## config.mk

```make
export PLATFORM = sky130hd
export DESIGN_NAME = cdc_word_capture
export DESIGN_NICKNAME = d
export VERILOG_FILES = /design/src/rtl/cdc_capture_pkg.sv /design/src/rtl/settle_timer.sv /design/src/rtl/cdc_word_capture.sv
export SDC_FILE = /design/constraint.sdc
export NUM_CORES = 1
export LEC_CHECK = 0
export BUFFER_PORTS_ARGS = -buffer_cell sky130_fd_sc_hd__buf_2
export CAP_MARGIN = 25
export CORE_UTILIZATION = 35
export CTS_CLUSTER_DIAMETER = 40
export DETAILED_ROUTE_END_ITERATION = 10
export SLEW_MARGIN = 10
export SYNTH_ARGS = -nofsm -noshare
export SYNTH_HDL_FRONTEND = slang
export SYNTH_SLANG_ARGS = --single-unit
```

## constraint.sdc

```tcl
create_clock -name clk -period 2.09 [get_ports clk]
set_input_delay 0.1045 -clock clk [delete_from_list [all_inputs] [get_ports clk]]
set_output_delay 0.1045 -clock clk [all_outputs]
set_load 0.1 [all_outputs]
```

## src/rtl/cdc_capture_pkg.sv

```systemverilog
`default_nettype none
// ============================================================================
// cdc_capture_pkg : state encoding and width helper for cdc_word_capture
// Rev 1.0
// ============================================================================
package cdc_capture_pkg;

  typedef enum logic [1:0] {
    ST_IDLE   = 2'd0,
    ST_SETTLE = 2'd1,
    ST_HOLD   = 2'd2
  } state_t;

  // Ceiling log2, usable in constant expressions.
  function automatic int clog2(input int value);
    int r;
    r = 0;
    for (int i = 0; i < 31; i++) begin
      if ((1 << i) < value) r = i + 1;
    end
    return r;
  endfunction

endpackage
`default_nettype wire

```

## src/rtl/settle_timer.sv

```systemverilog
`default_nettype none
// ============================================================================
// settle_timer : counts settle cycles after a toggle; done on the last one
// Rev 1.0
// ============================================================================
module settle_timer
  import cdc_capture_pkg::*;
#(
  parameter int SETTLE_CYCLES = 2
) (
  input  logic clk,
  input  logic reset_n,
  input  logic i_clr,
  input  logic i_en,
  output logic o_done
);

  localparam int C_CNT_W = clog2(SETTLE_CYCLES + 1);

  logic [C_CNT_W-1:0] r_cnt;

  always_ff @(posedge clk or negedge reset_n) begin
    if (!reset_n) begin
      r_cnt <= '0;
    end else if (i_clr) begin
      r_cnt <= '0;
    end else if (i_en) begin
      r_cnt <= r_cnt + 1'b1;
    end
  end

  assign o_done = (r_cnt == C_CNT_W'(SETTLE_CYCLES - 1));

endmodule
`default_nettype wire

```

## src/rtl/cdc_word_capture.sv

```systemverilog
`default_nettype none
// ============================================================================
// cdc_word_capture : toggle-handshake CDC receiver, settles then captures a
// word onto valid/ready. Option: CDC_CAPTURE_STABLE_CHECK_EN.
// Rev 1.0
// ============================================================================
module cdc_word_capture
  import cdc_capture_pkg::*;
#(
  parameter int WIDTH         = 8,
  parameter int SETTLE_CYCLES = 2,
  parameter int INIT_VALUE    = 0
) (
  input  logic             clk,
  input  logic             reset_n,
  input  logic             sync_toggle,
  input  logic [WIDTH-1:0] sync_data,
  input  logic             out_ready,
  output logic             out_valid,
  output logic [WIDTH-1:0] out_data,
  output logic             ack_toggle,
  input  logic             err_clear,
  output logic             err_overrun
);

  localparam logic [WIDTH-1:0] C_INIT = WIDTH'(INIT_VALUE);

  state_t           r_state, w_state_nxt;
  logic             r_last_toggle, w_last_nxt;
  logic             r_ack, w_ack_nxt;
  logic             r_valid, w_valid_nxt;
  logic [WIDTH-1:0] r_data, w_data_nxt;
  logic             r_err, w_err_nxt;
  logic             r_tog_prev;
  logic             w_edge, w_req, w_unstable;
  logic             w_tmr_clr, w_tmr_en, w_tmr_done;

  assign w_edge = sync_toggle ^ r_tog_prev;
  assign w_req  = sync_toggle != r_last_toggle;

`ifdef CDC_CAPTURE_STABLE_CHECK_EN
  logic [WIDTH-1:0] r_d_prev;

  always_ff @(posedge clk or negedge reset_n) begin
    if (!reset_n) r_d_prev <= '0;
    else          r_d_prev <= sync_data;
  end

  assign w_unstable = (sync_data != r_d_prev);
`else
  assign w_unstable = 1'b0;
`endif

  settle_timer #(
    .SETTLE_CYCLES(SETTLE_CYCLES)
  ) u_settle_timer (
    .clk    (clk),
    .reset_n(reset_n),
    .i_clr  (w_tmr_clr),
    .i_en   (w_tmr_en),
    .o_done (w_tmr_done)
  );

  always_comb begin
    w_state_nxt = r_state;
    w_last_nxt  = r_last_toggle;
    w_ack_nxt   = r_ack;
    w_valid_nxt = r_valid;
    w_data_nxt  = r_data;
    w_tmr_clr   = 1'b0;
    w_tmr_en    = 1'b0;
    w_err_nxt   = r_err;
    // A new request while busy sets the flag even if cleared the same cycle.
    if (err_clear) w_err_nxt = 1'b0;
    if (w_edge && (r_state != ST_IDLE)) w_err_nxt = 1'b1;

    case (r_state)
      ST_IDLE: begin
        if (w_req) begin
          w_state_nxt = ST_SETTLE;
          w_tmr_clr   = 1'b1;
          w_last_nxt  = sync_toggle;
        end
      end
      ST_SETTLE: begin
        if (w_unstable) begin
          w_tmr_clr = 1'b1;
        end else if (w_tmr_done) begin
          w_data_nxt  = sync_data;
          w_valid_nxt = 1'b1;
          w_state_nxt = ST_HOLD;
        end else begin
          w_tmr_en = 1'b1;
        end
      end
      ST_HOLD: begin
        if (r_valid && out_ready) begin
          w_valid_nxt = 1'b0;
          w_ack_nxt   = ~r_ack;
          if (w_req) begin
            w_state_nxt = ST_SETTLE;
            w_tmr_clr   = 1'b1;
            w_last_nxt  = sync_toggle;
          end else begin
            w_state_nxt = ST_IDLE;
          end
        end
      end
      default: w_state_nxt = ST_IDLE;
    endcase
  end

  always_ff @(posedge clk or negedge reset_n) begin
    if (!reset_n) begin
      r_state       <= ST_IDLE;
      r_last_toggle <= 1'b0;
      r_ack         <= 1'b0;
      r_valid       <= 1'b0;
      r_data        <= C_INIT;
      r_err         <= 1'b0;
      r_tog_prev    <= 1'b0;
    end else begin
      r_state       <= w_state_nxt;
      r_last_toggle <= w_last_nxt;
      r_ack         <= w_ack_nxt;
      r_valid       <= w_valid_nxt;
      r_data        <= w_data_nxt;
      r_err         <= w_err_nxt;
      r_tog_prev    <= sync_toggle;
    end
  end

  assign out_valid   = r_valid;
  assign out_data    = r_data;
  assign ack_toggle  = r_ack;
  assign err_overrun = r_err;

endmodule
`default_nettype wire

```

After elaboration in Yosys (flattened, before gate mapping)
Index checks and enable logic that the tools add are counted.
{"block": "word_totals", "word_cells": 51, "register_bits": 17, "in_bits": 13, "output_inout_bits": 11}
{"block": "classes", "n_bitwise": 2, "add_sub_neg": 1, "n_reduce_logical": 13, "mux": 20, "n_eq_ne": 7}
{"operator": "1-bit 2-to-1 mux", "count": 11}
{"operator": "2-bit 2-to-1 mux", "count": 5}
{"operator": "2-bit nonzero test", "count": 5}
{"operator": "1-bit case mux with 2 select lines", "count": 3}
{"operator": "2-bit case mux with 3 select lines", "count": 1}
{"operator": "2-bit AND reduction", "count": 3}
{"operator": "3-bit AND reduction", "count": 2}
{"operator": "2-bit by 1-bit == test with 1-bit output, second input constant", "count": 2}
{"operator": "2-bit inequality test, second input constant", "count": 2}
{"operator": "2-bit by 1-bit adder with 2-bit output, second input constant", "count": 1}
{"operator": "2-bit == test, second input constant", "count": 1}
{"operator": "1-bit logical AND", "count": 2}
{"operator": "2-bit zero test", "count": 1}
{"operator": "2-bit by 1-bit inequality test with 1-bit output, second input constant", "count": 1}
{"operator": "1-bit inequality test", "count": 1}
{"operator": "1-bit inverter", "count": 1}
{"operator": "1-bit XOR", "count": 1}

Longest topological paths before layout
{"block": "logic_depth", "depth_word": 5, "ltp_mapped": 5, "mapped_depth_nobuf": 5}

Modules after synthesis
From an unflattened synthesis, not the netlist that was laid out.
{"block": "hier_totals", "hier_cells": 53, "hier_area_um2": 719.4}
{"module": "cdc_word_capture", "instances": 1, "area_each_um2": 629.4, "cells_per_inst": 45, "seq_area_each_um2": 375.4}
{"module": "settle_timer", "instances": 1, "area_each_um2": 90.1, "cells_per_inst": 8, "seq_area_each_um2": 50.0}

Worst setup path before layout
No wires, ideal clock.
{"block": "synth_timing", "path_type": "register -> register", "start": "register r_valid (netlist: out_valid)", "end": "register r_last_toggle", "setup_ps": 128, "path_stages_with_launch": 4, "slack_ps": 421, "required_time_ps": 1962, "n_path_buf": 0, "arrival_ps": 1541, "period_less_slack_ps": 1669, "path_cell_list": "dfrtp_1 -> a21boi_2 -> nor2_1 -> mux2_1"}
{"block": "synth_between", "elab_chain_cells": 3}
{"item": "from (decl)", "line_no": "cdc_word_capture.sv:31", "rtl": "logic r_valid, w_valid_nxt;"}
{"item": "from (signal assigned)", "line_no": "cdc_word_capture.sv:126", "rtl": "r_valid <= w_valid_nxt;"}
{"item": "1-bit logical AND", "line_no": "cdc_word_capture.sv:97", "rtl": "if (r_valid && out_ready) begin"}
{"item": "2-bit inequality test (no source line)"}
{"item": "2-bit AND reduction (no source line)"}
{"item": "to (signal assigned)", "line_no": "cdc_word_capture.sv:124", "rtl": "r_last_toggle <= w_last_nxt;"}
{"item": "to (decl)", "line_no": "cdc_word_capture.sv:29", "rtl": "logic r_last_toggle, w_last_nxt;"}
Every way passes these cells.
A chain may end at the register's enable or synchronous reset.

Worst setup path after layout
{"block": "layout_timing", "start": "register u_settle_timer.r_cnt[0]", "end": "register r_data[4] (netlist: out_data[4])"}
{"block": "layout_between", "elab_chain_cells": 2}
{"item": "from (decl)", "line_no": "settle_timer.sv:20", "rtl": "logic [C_CNT_W-1:0] r_cnt;"}
{"item": "from (signal assigned)", "line_no": "settle_timer.sv:28", "rtl": "r_cnt <= r_cnt + 1'b1;"}
{"item": "2-bit by 1-bit == test with 1-bit output", "line_no": "settle_timer.sv:32", "rtl": "assign o_done = (r_cnt == C_CNT_W'(SETTLE_CYCLES - 1));"}
{"item": "2-bit AND reduction (no source line)"}
{"item": "to (signal assigned)", "line_no": "cdc_word_capture.sv:127", "rtl": "r_data <= w_data_nxt;"}
{"item": "to (decl)", "line_no": "cdc_word_capture.sv:32", "rtl": "logic [WIDTH-1:0] r_data, w_data_nxt;"}
Every way passes these cells.

==> results.sh <==
export IMPL_cts_tree="built"
export IMPL_yosysSeqAreaShare=0.6071
export IMPL_synthTopCellsByArea="dfrtp_1 61%, mux2_2 13%, xnor2_1 3.8%"
export IMPL_grt_pass1_vias=449
export IMPL_wl_met2_um=541
export IMPL_synth_top_cell_by_area="dfrtp_1"
export IMPL_ys_warn_count=0
export IMPL_syn_to_final_growth_pct=28.21
export IMPL_path_class="reg -> reg"
export IMPL_syn_inst=53
export IMPL_async_reset_ff_frac=1.000
export IMPL_hold_depth=2
export IMPL_htreeDepth=1
export IMPL_fillers=187
export IMPL_critPathMaxFanout=9
export IMPL_maxCapViolations=0
export IMPL_ant_nets=0
export IMPL_min_period_ns=1.452
export IMPL_antenna_cells=0
export IMPL_hold_class="in -> reg"
export IMPL_antenna_found_initial=0
export IMPL_num_nets_final=97
export IMPL_dr_wl_met3_um=44
export IMPL_first_pass_iters=1
export IMPL_met1_length_um=553
export IMPL_synth_main_ff_cell="dfrtp_1"
export IMPL_fin_util=0.4986
export IMPL_synth_most_common_cell="dfrtp_1"
export IMPL_rows=15
export IMPL_fmax_mhz=688.8
export IMPL_post_route_period_util=0.6947
export IMPL_multi_input_area_um2=262.8
export IMPL_port_buffers=23
export IMPL_cts_sinks=17
export IMPL_synth_common_cells="17 x dfrtp_1, 8 x mux2_2, 5 x nor2_1"
export IMPL_r2r_slack_ns=0.64
export IMPL_finalClockSkew_ns=0.001929
export IMPL_hold_viol_final=0
export IMPL_dieWidth_um=46.74
export IMPL_syn_area_um2=700.7
export IMPL_track_usage=0.1330
export IMPL_synth_nets=67
export IMPL_synth_edf_count=0
export IMPL_die_area_um2=2185
export IMPL_clk_latency_ns=0.29
export IMPL_clockRootBuffer="clkbuf_4"
export IMPL_cts_buffers=3
export IMPL_tightestPinTransition_ns=0.4846
export IMPL_num_io_pins=24
export IMPL_initial_core_util=0.3889
export IMPL_fin_tns_setup_ns=0
export IMPL_slew_headroom=0.6791
export IMPL_crit_required_ns=2.27
export IMPL_finalSetupViolations=0
export IMPL_drv_slew=0
export IMPL_grt_overflow=0
export IMPL_clock_path_buffers=2
export IMPL_layout_drive_gt1_share=0.4634
export IMPL_rsz0062_at_grt="no"
export IMPL_ys_types=21
export IMPL_vias=466
export IMPL_grt_pass1_wl_mm=1.828
export IMPL_critPathArrivalTime_ns=1.63
export IMPL_hpwl_um=871
export IMPL_gp_congestion=0.6838
export IMPL_yosys_area_top_type_share=0.6071
export IMPL_syn_area_per_cell_um2=13.22
export IMPL_seq_area_um2=425.4
export IMPL_vias_per_cell=4.355
export IMPL_cts_setup_buffers=0
export IMPL_core_area_um2=1802
export IMPL_initialDrtViolationCount=0
export IMPL_die_h_um=46.74
export IMPL_grt_max_degree=18
export IMPL_status="completed"
export IMPL_drc=0
export IMPL_reg2reg_depth=4
export IMPL_clk_pin_slew_ns=0.10
export IMPL_wire_per_inst_um=10.97
export IMPL_crit_path_end_kind="flop"
export IMPL_ys_ff_latch=17
export IMPL_top_layer_used="met4"
export IMPL_routed_wl_mm=1.174
export IMPL_critPathLaunchType="flop"
[logic make-up after synthesis]
group | count (synthesis) | share of synthesized area
compound gates | 5 | 0.04821
xor+xnor | 4 | 0.05001
buf+inv | 3 | 0.01785
flops | 17 | 0.6071
fa+ha+maj | 1 | 0.01785
simple gates | 14 | 0.1143
mux | 9 | 0.1446
[final timing paths]
path,from,end
min in group asynchronous,reset_n,u_settle_timer.r_cnt[1]
min,sync_data[2],out_data[2]
max,u_settle_timer.r_cnt[0],out_data[4]
max in group asynchronous,reset_n,out_data[5]
min reg2reg,ack_toggle,ack_toggle
max reg2reg,u_settle_timer.r_cnt[0],out_data[4]
[critical path, cell delays in order (launching register included)]
cell     delay (ns)
dfrtp_1        0.41
ha_1           0.22
nor2b_2        0.16
nand2_2        0.19
mux2_2         0.36
[state kept, by name, indices dropped and copies added (netlist names)]
signal,flops
r_tog_prev,1
out_valid,1
r_state,2
out_data,8
r_last_toggle,1
err_overrun,1
ack_toggle,1
u_settle_timer.r_cnt,2
[cell type report]
| type | count | share of cell area |
|---|---|---|
| well taps | 25 | 0.03482 |
| multi-input cells | 33 | 0.2925 |
| inverters | 2 | 0.008357 |
| repair buffers | 26 | 0.1616 |
| flip-flops and latches | 17 | 0.4735 |
| clock buffers | 4 | 0.02925 |
[metrics by stage]
stage | setup slack (ns) | hold WS [ns] | instance area [um^2] | cells
6_report | 0.6381 | 0.03796 | 898.4 | 107
5_1_grt | 0.5596 | 0.02804 | 898.4 | 107
4_1_cts | 0.6169 | 0.02679 | 898.4 | 107
3_5_place_dp | 0.6260 | 0.05127 | 842.1 | 100
3_3_place_gp | 0.6636 | 0.04805 | 842.1 | 100
2_1_floorplan | 0.4211 | -0.1911 | 700.7 | 53
[placed cells by master, fill, tap and decap left out]
| master | n |
|---|---|
| or2_1 | 1 |
| nor3b_2 | 1 |
| inv_1 | 2 |
| ha_1 | 1 |
| clkbuf_4 | 3 |
| a21oi_1 | 1 |
| nand4b_1 | 1 |
| buf_2 | 23 |
| dfrtp_1 | 17 |
| nor2_1 | 5 |
| nor3_1 | 1 |
| nand2b_1 | 1 |
| a211oi_1 | 1 |
| mux2_1 | 1 |
| o21ai_0 | 2 |
| mux2_2 | 8 |
| nor2b_2 | 1 |
| nand2_1 | 2 |
| nand2_2 | 1 |
| xnor2_1 | 3 |
| dlygate4sd3_1 | 3 |
| a21boi_2 | 1 |
| xor2_1 | 1 |
| clkbuf_1 | 1 |
[per-layer routing]
metal,GRT usage,vias up
li1,-,234
met3,0.04615,4
met2,0.1972,10
met1,0.1502,218
met4,0.1200,0
met5,0,-
[timing repair]
action | in CTS | in global routing
hold buffers | 3 | 0
resized for setup | 0 | 0
hold endpoints to repair | 19 | 0
Power is not shown: default switching activity piles up to over one toggle a cycle in this logic, so the estimate is an artifact.
